**config.mk**
```make
export PLATFORM = sky130hd
export DESIGN_NAME = msg_queue
export DESIGN_NICKNAME = d
export VERILOG_FILES = /design/src/rtl/msg_pkg.sv /design/src/rtl/msg_fifo.sv /design/src/rtl/msg_queue.sv
export SDC_FILE = /design/constraint.sdc
export NUM_CORES = 1
export LEC_CHECK = 0
export ABC_CLOCK_PERIOD_IN_PS = 2400
export BUFFER_PORTS_ARGS = -buffer_cell sky130_fd_sc_hd__buf_2
export CAP_MARGIN = 15
export CORE_MARGIN = 3
export CORE_UTILIZATION = 55
export DETAILED_ROUTE_END_ITERATION = 10
export GPL_ROUTABILITY_DRIVEN = 0
export PLACE_DENSITY = 0.81
export SYNTH_ARGS = -nofsm -noshare
export SYNTH_HDL_FRONTEND = slang
export SYNTH_SLANG_ARGS = --single-unit
```
**constraint.sdc**
```tcl
create_clock -name clk -period 2.4 [get_ports clk]
set_input_delay 0.12 -clock clk [delete_from_list [all_inputs] [get_ports clk]]
set_output_delay 0.12 -clock clk [all_outputs]
set_load 0.1 [all_outputs]
```
**src/rtl/msg_pkg.sv**
```systemverilog
// msg_pkg: shared FSM state type and idle word constant for msg_queue
package msg_pkg;
  typedef enum logic [1:0] {IDLE, ISSUE, WAIT_ACK, WAIT_DONE} tx_state_t;
  localparam logic [63:0] IDLE_WORD_ALL = '1;
endpackage

```
**src/rtl/msg_fifo.sv**
```systemverilog
// msg_fifo: circular word buffer with registered count, full/empty and sticky overflow
module msg_fifo #(
  parameter int DATA_W = 8,
  parameter int DEPTH = 4,
  localparam int CW = $clog2(DEPTH + 1),
  localparam int AW = $clog2(DEPTH)
) (
  input  logic              clk,
  input  logic              nRst,
  input  logic              push,
  input  logic              pop,
  input  logic              clear,
  input  logic [DATA_W-1:0] data,
  output logic [DATA_W-1:0] head,
  output logic              full,
  output logic              empty,
  output logic [CW-1:0]     count,
  output logic              overflow
);
  logic [DATA_W-1:0] mem_q [DEPTH];
  logic [AW-1:0] head_q, head_d, tail_q, tail_d;
  logic [CW-1:0] count_q, count_d;
  logic overflow_q, overflow_d, do_push, do_pop;
  // A full queue still accepts a push when the head leaves in the same cycle.
  always_comb begin
    do_push = push && !clear && (!full || pop);
    do_pop = pop && !clear;
    head_d = clear ? '0 : head_q + AW'(do_pop);
    tail_d = clear ? '0 : tail_q + AW'(do_push);
    count_d = clear ? '0 : count_q + CW'(do_push) - CW'(do_pop);
    overflow_d = !clear && (overflow_q || (push && full && !pop));
  end
  always_ff @(posedge clk or negedge nRst)
    if (!nRst) begin
      head_q <= '0;
      tail_q <= '0;
      count_q <= '0;
      overflow_q <= 1'b0;
    end else begin
      head_q <= head_d;
      tail_q <= tail_d;
      count_q <= count_d;
      overflow_q <= overflow_d;
    end
  always_ff @(posedge clk)
    if (do_push) mem_q[tail_q] <= data;
  assign head = mem_q[head_q];
  assign full = count_q == CW'(DEPTH);
  assign empty = count_q == '0;
  assign count = count_q;
  assign overflow = overflow_q;
endmodule

```
**src/rtl/msg_queue.sv**
```systemverilog
// msg_queue: buffers message words and hands them to the UART with a start-pulse/ready handshake
module msg_queue import msg_pkg::*; #(
  parameter int DATA_W = 8,
  parameter int DEPTH = 4,
  parameter logic [DATA_W-1:0] IDLE_WORD = IDLE_WORD_ALL[DATA_W-1:0],
  localparam int CW = $clog2(DEPTH + 1)
) (
  input  logic              clk,
  input  logic              nRst,
  input  logic              push,
  input  logic [DATA_W-1:0] data,
  input  logic              clear,
  input  logic              transmit_ready,
  output logic              tx_ctrl,
  output logic [DATA_W-1:0] tx_byte,
  output logic              blue,
  output logic              full,
  output logic              empty,
  output logic [CW-1:0]     count,
  output logic              overflow
);
  tx_state_t state_q, state_d;
  logic [DATA_W-1:0] tx_byte_q, tx_byte_d, head;
  logic pop;
  msg_fifo #(.DATA_W(DATA_W), .DEPTH(DEPTH)) u_fifo (
    .clk(clk),
    .nRst(nRst),
    .push(push),
    .pop(pop),
    .clear(clear),
    .data(data),
    .head(head),
    .full(full),
    .empty(empty),
    .count(count),
    .overflow(overflow)
  );
  // A flush during ISSUE already emptied the queue, so the pop must not happen.
  assign pop = state_q == ISSUE && !clear;
  always_comb begin
    state_d = state_q;
    case (state_q)
      IDLE:      state_d = !empty && transmit_ready ? ISSUE : IDLE;
      ISSUE:     state_d = WAIT_ACK;
      WAIT_ACK:  state_d = transmit_ready ? WAIT_ACK : WAIT_DONE;
      WAIT_DONE: state_d = transmit_ready ? IDLE : WAIT_DONE;
    endcase
    tx_byte_d = state_q == IDLE && state_d == ISSUE ? head : state_d == IDLE ? IDLE_WORD : tx_byte_q;
  end
  always_ff @(posedge clk or negedge nRst)
    if (!nRst) begin
      state_q <= IDLE;
      tx_byte_q <= IDLE_WORD;
    end else begin
      state_q <= state_d;
      tx_byte_q <= tx_byte_d;
    end
  assign tx_ctrl = state_q == ISSUE;
  assign tx_byte = tx_byte_q;
  assign blue = state_q != IDLE;
endmodule

```
After elaboration in Yosys (flattened, before gate mapping)
Memories as Yosys holds them, arrays and structs flattened. Index checks and enable logic that the tools add are counted.

Register bits after elaboration: 18. Bits in latches: 0. Bits in writable memories: 32. Memory bits (read-only): 0. Output and inout port bits: 16. Logic and storage cells: 47. Memories: 1.

Memory list: u_fifo.mem_q (depth 4, width 8, read ports 1, clocked after Yosys merged registers in 0, wr ports 1, RTL line msg_fifo.sv:20) `logic [DATA_W-1:0] mem_q [DEPTH];`.

Add/subtract/negate cells: 4. Multiply operators: 0. Div/mod/pow operators: 0. Magnitude comparators: 0. Equality and inequality tests: 5. Shift operators: 0. Muxes and demuxes: 11. Bitwise operators: 0. Reduce and logical (&&, ||, !) cells: 20.

Operator list (count): $mux W8 (2); $logic_and A1 B1 Y1 (9); $pmux W2 S4 (1); $mux W2 (3); $add A2 B1 Y2 (2); $eq A2 B1 Y1 const B (2); $eq A2 B2 Y1 const B (2); $logic_not A1 Y1 (4); $logic_not A2 Y1 (2); $mux W1 (4); $reduce_bool A2 Y1 (2); $add A3 B1 Y3 (1); $eq A3 B3 Y1 const B (1); $logic_not A3 Y1 (1); $mux W3 (1); $sub A3 B1 Y3 (1); $logic_or A1 B1 Y1 (2).

Longest topological paths before layout
Gate-level depths: netlist of run 1.

Depth after elaboration: 8. Depth in mapped cells: 9.

Modules after synthesis
From an unflattened synthesis of run 1, not the netlist that was laid out.

Cell total of the unflattened synthesis: 111. Area, all modules: 2025.7 um2.

By module, submodules not included: msg_fifo (times used 1, cells an instance 83, area an instance 1631.6 um2, seq. area each 1161.1 um2); msg_queue (times used 1, cells an instance 28, area an instance 394.1 um2, seq. area each 260.2 um2).

Worst setup path after synthesis of run 1
OpenSTA, ideal clock, no wires.

Path kind: register -> register. Start: reg u_fifo.count_q[2] (netlist: u_fifo.count[2]). End: reg u_fifo.count_q[1] (netlist: u_fifo.count[1]). Arrival: 4.524 ns. Data required time: 2.328 ns. Slack: -2.196 ns. Cell stages (with the launch flop): 8. Buffers on the path: 0. Period minus slack after synthesis: 4.596 ns. Cell sequence: dfrtp_1 -> nor3b_1 -> a211o_1 -> inv_1 -> ha_1 -> inv_1 -> fa_1 -> nor2_1.

Word-level cells in the longest chain between the ends: 7.

Ends and longest elaborated chain: start, declared (RTL line msg_fifo.sv:22) `logic [CW-1:0] count_q, count_d;`; start signal, assigned (RTL line msg_fifo.sv:42) `count_q <= count_d;`; $eq A3 B3 Y1 (RTL line msg_fifo.sv:48) `assign full = count_q == CW'(DEPTH);`; via full (RTL line msg_queue.sv:17) `output logic full,`; $logic_not A1 Y1 (RTL line msg_fifo.sv:26) `do_push = push && !clear && (!full || pop);`; $logic_or A1 B1 Y1 (RTL line msg_fifo.sv:26); $logic_and A1 B1 Y1 (RTL line msg_fifo.sv:26); $add A3 B1 Y3 (RTL line msg_fifo.sv:30) `count_d = clear ? '0 : count_q + CW'(do_push) - CW'(do_pop);`; $sub A3 B1 Y3 (RTL line msg_fifo.sv:30); $mux W3 (RTL line msg_fifo.sv:30); via u_fifo.count_d[1] (RTL line msg_fifo.sv:22).

The timed path passes the listed nets, and every way through them passes these cells. A chain may end at the register's enable or synchronous reset.

Worst setup path in the final report of run 1
Start: reg state_q[1]. End: reg u_fifo.count_q[1] (netlist: u_fifo.count[1]).

Word-level cells in the longest chain between the ends: 7.

Ends and longest elaborated chain: start, declared (RTL line msg_queue.sv:22) `tx_state_t state_q, state_d;`; start signal, assigned (RTL line msg_queue.sv:55) `state_q <= state_d;`; $eq A2 B1 Y1 (*) (RTL line msg_queue.sv:39) `assign pop = state_q == ISSUE && !clear;`; $logic_and A1 B1 Y1 (*) (RTL line msg_queue.sv:39); $logic_or A1 B1 Y1 (RTL line msg_fifo.sv:26); $logic_and A1 B1 Y1 (RTL line msg_fifo.sv:26); $add A3 B1 Y3 (RTL line msg_fifo.sv:30); $sub A3 B1 Y3 (*) (RTL line msg_fifo.sv:30); $mux W3 (*) (RTL line msg_fifo.sv:30); via u_fifo.count_d[1] (RTL line msg_fifo.sv:22).

Mark *: on every way through the listed nets, which the timed path passes. The rest lies on a longest branch.

==> results of run 1 <==
-- cells in the mapped netlist (all sizes together) --
cell type  instances
edfxtp            32
dfrtp             10
inv                9
dfstp              8
mux4               8
o22a               8
nor2               5
ha                 4
nor2b              3
nor3b              3
xnor2              3
buf                2
clkbuf             2
nor3               2
a211o              1
a21oi              1
and3               1
fa                 1
nand2              1
nand2b             1
nand3              1
o211ai             1
o21ai              1
or2                1
or3b               1
xor2               1
-- power by group --
group | total, W | leakage (nW) | internal, W | switching (W)
clock network | 0.000403 | 0.0349 | 0.000147 | 0.000256
registers | 0.00114 | 0.501 | 0.00106 | 0.0000837
logic | 0.00103 | 0.366 | 0.000226 | 0.000806
total | 0.00257 | 0.902 | 0.00143 | 0.00115
-- area by class of cell --
class | count | area [sq um] | area share
Sequential cell | 50 | 1433 | 0.6026
Tap cell | 46 | 57.56 | 0.02421
Inverter | 9 | 33.78 | 0.01421
Clock buffer | 6 | 51.30 | 0.02158
Timing Repair Buffer | 41 | 262.8 | 0.1105
Clock inverter | 2 | 16.27 | 0.006842
Multi-Input combinational cell | 48 | 523.0 | 0.2200
-- repair_timing --
| action | in CTS | in global routing |
|---|---|---|
| endpoints found under the hold margin | 51 | 0 |
| endpoints found under the setup margin | 0 | 0 |
| setup buffers | 0 | 0 |
| hold buffers | 10 | 0 |
| resized for setup | 0 | 0 |
-- logic make-up (layout without fill, tap and decap cells) --
group / count (synthesis) / after routing / synth area share
flops: 50 / 50 / 0.7217
simple gates: 19 / 19 / 0.05528
buf+inv: 13 / 58 / 0.02922
compound gates: 12 / 12 / 0.04892
mux: 8 / 8 / 0.09149
fa+ha+maj: 5 / 5 / 0.03558
xor+xnor: 4 / 4 / 0.01779
-- metal layers --
metal  vias up  part of all wire  track usage
met5         -                 0            0
met4         0            0.0086      0.06218
met3         4             0.070      0.05612
met2        35              0.53       0.2966
met1       544              0.39       0.2233
li1        503                 -            -
-- cells in the final DEF, fill, tap and decap left out, drive strengths merged, types with 2 or more instances in the layout --
master,n
nor3b,3
dfrtp,10
edfxtp,32
xnor2,3
mux4,8
nor2,5
nor2b,3
ha,4
nor3,2
dfstp,8
inv,10
dlygate4sd3,10
buf,31
clkbuf,6
o22a,8
-- metrics by stage --
step | area (sq um) | utilization | std cells | setup slack (ns) | TNS (ns)
after floorplan | 2013 | - | 111 | -0.2723 | -1.539
after global placement | 2210 | 0.6519 | 184 | 0.5226 | 0
after CTS | 2377 | 0.7014 | 202 | 0.4465 | 0
after global routing | 2377 | 0.7014 | 202 | 0.3279 | 0
final | 2377 | 0.7014 | 202 | 0.4451 | 0
after detailed placement | 2210 | 0.6519 | 184 | 0.4635 | 0
-- sequential cells by signal, summed over array words and instances (netlist names) --
signal and flops:
u_fifo.tail_q 2, u_fifo.count 3, u_fifo.overflow 1, u_fifo.mem_q 32
state_q 2, tx_byte 8, u_fifo.head_q 2
-- how the worst max path moves through the flow --
stage	start	end	depth (start not counted)
after detailed placement	state_q[1]	u_fifo.count[1]	8
after global placement	state_q[1]	u_fifo.count[1]	8
after CTS	state_q[1]	u_fifo.count[1]	8
after floorplan	u_fifo.count[2]	u_fifo.count[1]	7
final	state_q[1]	u_fifo.count[1]	8
after global routing	state_q[1]	u_fifo.count[2]	9
-- worst register-to-register path, cell delays in order, from the launching register on --
cell and delay [ns]:
dfrtp_1 0.43, nand2b_1 0.19, nor2_1 0.17, ha_1 0.25, inv_1 0.10, ha_4 0.14
inv_2 0.03, fa_2 0.50, nor2_1 0.04
==> impl_results.md, run 1 <==
- Critical Path RT: between 2 and 3 ns
- Crit-path max FO: 4
- H-tree levels: 2
- Vert. Die Dim: between 60 and 70 microns
- Worst Hold End: u_fifo.overflow
- Max Slew Vio Count: 0
- Share of cells above drive strength 1: 0.4231
- Initial Utilization: 0.5810
- Vias in the first global route: about 1200
- GR Util All Layers: 0.1792
- Die Area: approximately 4300 sq um
- Total CTS buffers: 5
- Average cell area after synthesis: around 18 sq um
- 1st-iter DRT viols: 57
- RSZ-0062 raised after global routing: no
- Global-route wire length before repair: ~5.5 mm
- Crit path arrival time: about 2.2 ns
- Status: finished, final reports clean
- Area grow syn2layout: 20.71%
- Leakage: ~0.9 nW
- Std cell rows: 21
- Via Count: 1086
- Reg2Reg Setup Slack: 0.45 ns
- TritonCTS Sinks: 50
- Final #Nets: around 170
- Yosys top cell by area: edfxtp_1
- Worst setup EP type: flop
- Mapped cell area: 1969 sq um
- Slowest cell on the critical path: fa_2
- CTS root buffer: clkbuf_4
- Power Density: 1083 nW/um^2
- Fin Hold WS: ~0.036 ns
- Via density: about 5.4
- Worst Tran Pin Value: 0.5610 ns
- Post-route clock period utilization: 0.8145
- Buf/Inv on CP: 2
- Syn nets: about 130
- Worst R2R Path Depth: 8
- RR Endpoint: u_fifo.count[1]
- Post-DRT Antenna Nets: 0
- Pwr Total: approximately 0.0026 W
- DR pass1 iterations: 4
- Grt total ovfl: 0
- Yosys cell types: 27
- CORE AREA: about 3400 sq um
- Fillers: roughly 240
- CP max stage delay: roughly 0.5 ns
- Final hold violation count: 0
- Largest net degree at the start of global routing: 19
- FF+latch count, synth: 50
- HP Start: push
- Sequential fraction of the synthesis area: 0.7217
- Slew headroom: 0.6260
- Reg-to-Reg Start: state_q[1]
- WHS Path Cells: 3
- Worst vdd ir: about 0.5 mV
- Top-level I/O count: 29
- Initial antenna violation count: 0
- Final min period: between 1.5 and 2 ns
- CTS tree: built
- Dominant cells by area after synthesis: edfxtp_1 49%, dfrtp_1 13%, dfstp_2 11%
- Max-cap violations: 0
- Worst Skew: approximately 0.012 ns
- Final Setup Violations: 0
- Clk slew on worst S/H paths: 0.14 ns
- Setup CP Type: reg -> reg
- Synth Warn #: 0
- Clk buf depth: 2
- Clock Latency Late Sink: 0.36 ns
- Die Wd: between 60 and 70 microns
- Critical Path Start Type: flop
- Detailed Place HPWL: roughly 2.2 mm
- Residual DRC: 0
- Worst-path cell chain: nand2b_1, nor2_1, ha_1, inv_1, ha_4, inv_2, fa_2, nor2_1
- Final WL: between 3 and 4 mm
- Synth top area share: 0.4879
- Hold WC Path Type: in -> reg
- Top delay family on crit path: adder cells
- Critical path's most frequent cell: nor2_1
- Port bufs: 28
- Synth Instances: around 110
- Diodes inserted: 0
- DR WL/cell: ~16 microns
- Fmax: roughly 510 MHz
Note: power is estimated with default switching activity, not from simulation.
==> run 2: changes to the inputs <==
Settings changed: ABC_AREA set to 1, ABC_CLOCK_PERIOD_IN_PS 2400 to 1700, CORE_UTILIZATION 55 to 51, PLACE_DENSITY 0.81 to 0.79.
Clock period 2.4 ns to 1.7 ns, I/O delays scaled along.
==> run 2 against run 1 <==
Global-route usage fell by 0.42 points; critical path depth increased by 1; utilization fell by 2.5 points; sequential share of layout area decreased by 8.4 points; critical endpoint unchanged; largest cell class unchanged; largest power group is now combinational logic.
==> impl_results.md, run 2 <==
- Status: finished, final reports clean
- Initial antenna violation count: 0
- DR WL/cell: approximately 13 microns
- Fmax: 591.2 MHz
- Final WL: between 4 and 5 mm
- Post-DRT Antenna Nets: 0
- Top-level I/O count: 29
- Worst slack at placement: -0.07213 ns
- Global-route wire length before repair: about 6.7 mm
- Worst setup EP type: flop
- Std cell rows: 23
- Max-cap violations: 0
- Worst-path cell chain: inv_2, nand3_4, inv_4, ha_4, inv_4, ha_4, inv_2, fa_2, nor2_2
- Vias in the first global route: between 1000 and 1500
- Commonest non-fill, non-tap cell in the layout: nand2_1
- RSZ-0062 raised after global routing: yes
- Grt total ovfl: 0
- Post-route clock period utilization: 0.9950
- Worst Skew: 0.005123 ns
- Sw Share: 0.4498
- Fillers: just over 300
- Slew headroom: 0.6775
- Worst Tran Pin Value: approximately 0.5 ns
- CTS root buffer: clkbuf_8
- EDFF count, synth: 32
- Clk buf depth: 2
- H-tree levels: 2
- Area grow syn2layout: 25.53%
- Die Wd: around 70 microns
- Total CTS buffers: 5
- Final worst setup slack: between 0.008 and 0.009 ns
- Most frequent cells in the layout: 41 x nand2_1, 32 x edfxtp_1, 27 x buf_2
- Final Setup Violations: 0
- Mapped cell area: about 2200 sq um
- Crit-path max FO: 2
- Max reg flops: 32
- Critical Path RT: 1.90 ns
- Worst vdd ir: 0.8671 mV
- Clock power share: 0.175
- Die Area: about 5100 sq um
- Vert. Die Dim: around 70 microns
- Top delay family on crit path: adder cells
- Internal power: about 0.0024 W
- Clock Latency Late Sink: 0.30 ns
- Yosys top cell by area: edfxtp_1
- Final min period: between 1.5 and 2 ns
- CP max stage delay: around 0.51 ns
- Detailed Place HPWL: between 2 and 3 mm
- Synth top area share: 0.4366
- Via Count: 1522
- Diodes inserted: 0
- Synth Instances: between 200 and 250
- Share of cells above drive strength 1: 0.3750
- Setup CP Type: reg -> reg
- TritonCTS Sinks: 50
- Max Slew Vio Count: 0
- Dominant cells by area after synthesis: edfxtp_1 44%, dfrtp_1 11%, dfstp_2 9.6%
- Buf/Inv on CP: 4
- Critical Path Start Type: flop
- GR Util All Layers: 0.1750
- Flop pwr share: 0.362
- FF+latch count, synth: 50
- Yosys cell types: 23
- Final instance area: roughly 2800 sq um
- DR pass1 iterations: 4
- Final hold violation count: 0
- Comb pwr share: 0.463
- Share of flip-flops with an asynchronous set or reset: 0.3600
- Clk slew on worst S/H paths: about 0.080 ns
- Switch Pwr: ~0.0020 W
- Top_reg_cell synth: edfxtp_1
- Sequential fraction of the synthesis area: 0.6458
- CTS tree: built
- Largest reg by FF count: u_fifo.mem_q
- Synth Warn #: 0
- Average cell area after synthesis: 10.58 sq um
- Crit path arrival time: ~1.9 ns
- Syn nets: roughly 230
- Slowest cell on the critical path: fa_2
- Cell area after placement: between 2000 and 3000 sq um
- Largest net degree at the start of global routing: 19
- Port bufs: 28
- Most common cell in the synthesized netlist: nand2_1
- Hold WC Path Type: in -> reg
- Top cells by count, synth: 42 x nand2_1, 32 x edfxtp_1, 29 x inv_1, 27 x nor2_1, 19 x nand3_1
- Final #Nets: around 280
- CORE AREA: 4086 sq um
- Initial Utilization: 0.5386
- Residual DRC: 0
- Footprint of the multi-input gates: about 650 sq um
- Leakage: between 1 and 1.5 nW
- Power Density: 1605 nW/um^2
- Via density: between 4 and 5
- Register area: 1433 sq um
- 1st-iter DRT viols: 40
run 2: cell count changes after synthesis, moves of 3 or more:
cell and change:
nand2_2 +11, inv_2 +6, mux4_2 -8, nand2_1 +41, o22a_1 -8, nand3_1 +18, a21oi_1 +4, inv_1 +20
nor2b_1 -3, nor2_1 +22, nor3b_1 -3
run 2: path summary, 6_finish.rpt:
check / startpoint / to / slack [ns] / depth (start not counted)
max: state_q[1] / u_fifo.count[1] / 0.009 / 9
min: data[6] / u_fifo.mem_q[2][6] / 0.01 / 1
max in group asynchronous: nRst / u_fifo.count[2] / 1.13 / 2
max reg2reg: state_q[1] / u_fifo.count[1] / 0.009 / 9
min reg2reg: tx_byte[6] / tx_byte[6] / 0.50 / 2
min in group asynchronous: nRst / u_fifo.tail_q[1] / 0.24 / 2
run 2: kinds of logic (layout without fill, tap and decap cells):
logic type,Yosys count,count (layout),synth area share
compound gates,8,8,0.01819
xor+xnor,2,2,0.007961
flops,50,50,0.6458
fa+ha+maj,5,5,0.03184
simple gates,103,103,0.2086
buf+inv,40,96,0.08755
run 2: repair_timing:
| action | CTS | global route |
|---|---|---|
| pin swaps | 1 | 1 |
| buffers inserted | 2 | 2 |
| setup endpoints to repair | 2 | 2 |
| gates resized for setup | 6 | 4 |
| hold buffers | 7 | 0 |
| endpoints found under the hold margin | 34 | 0 |
run 2: cell type report:
type                    count  area share
clock buffers               5     0.02491
multi-input cells         118      0.2355
clock inverters             2     0.01223
flip-flops and latches     50      0.5186
repair buffers             53      0.1304
inverters                  36     0.05571
well taps                  50     0.02264
run 2: routing by layer:
metal,vias up,GRT usage,share of wire
met3,10,0.03927,0.045
met4,0,0.07724,0.022
met2,31,0.3163,0.54
li1,769,-,-
met5,-,0,0
met1,712,0.1961,0.39
run 2: per-stage QoR:
stage / setup TNS (ns) / utilization / instances / hold WS, ns / total power (W)
after floorplan: -21.33 / - / 208 / -0.2106 / 0.003161
final: 0 / 0.6761 / 314 / 0.01282 / 0.004435
after CTS: -0.006954 / 0.6687 / 312 / 0.001152 / 0.004400
after detailed placement: -0.1432 / 0.6179 / 296 / 0.04355 / 0.003573
after global routing: -0.08447 / 0.6761 / 314 / 0.01027 / 0.004651
after global placement: -0.01215 / 0.6179 / 296 / 0.04078 / 0.003538
run 2: power by group through the flow:
stage | combinational (W) | sequential [W] | clock, W
after floorplan | 0.000864 | 0.00230 | 0
after global placement | 0.00192 | 0.00162 | 0
after detailed placement | 0.00195 | 0.00162 | 0
after CTS | 0.00200 | 0.00160 | 0.000794
after global routing | 0.00218 | 0.00162 | 0.000845
final | 0.00205 | 0.00161 | 0.000775
run 2: worst reg2reg max path: stages, from the launching register on:
cell and delay [ns]:
dfrtp_1 0.40, inv_2 0.08, nand3_4 0.09, inv_4 0.07, ha_4 0.19, inv_4 0.05
ha_4 0.12, inv_2 0.03, fa_2 0.51, nor2_2 0.03
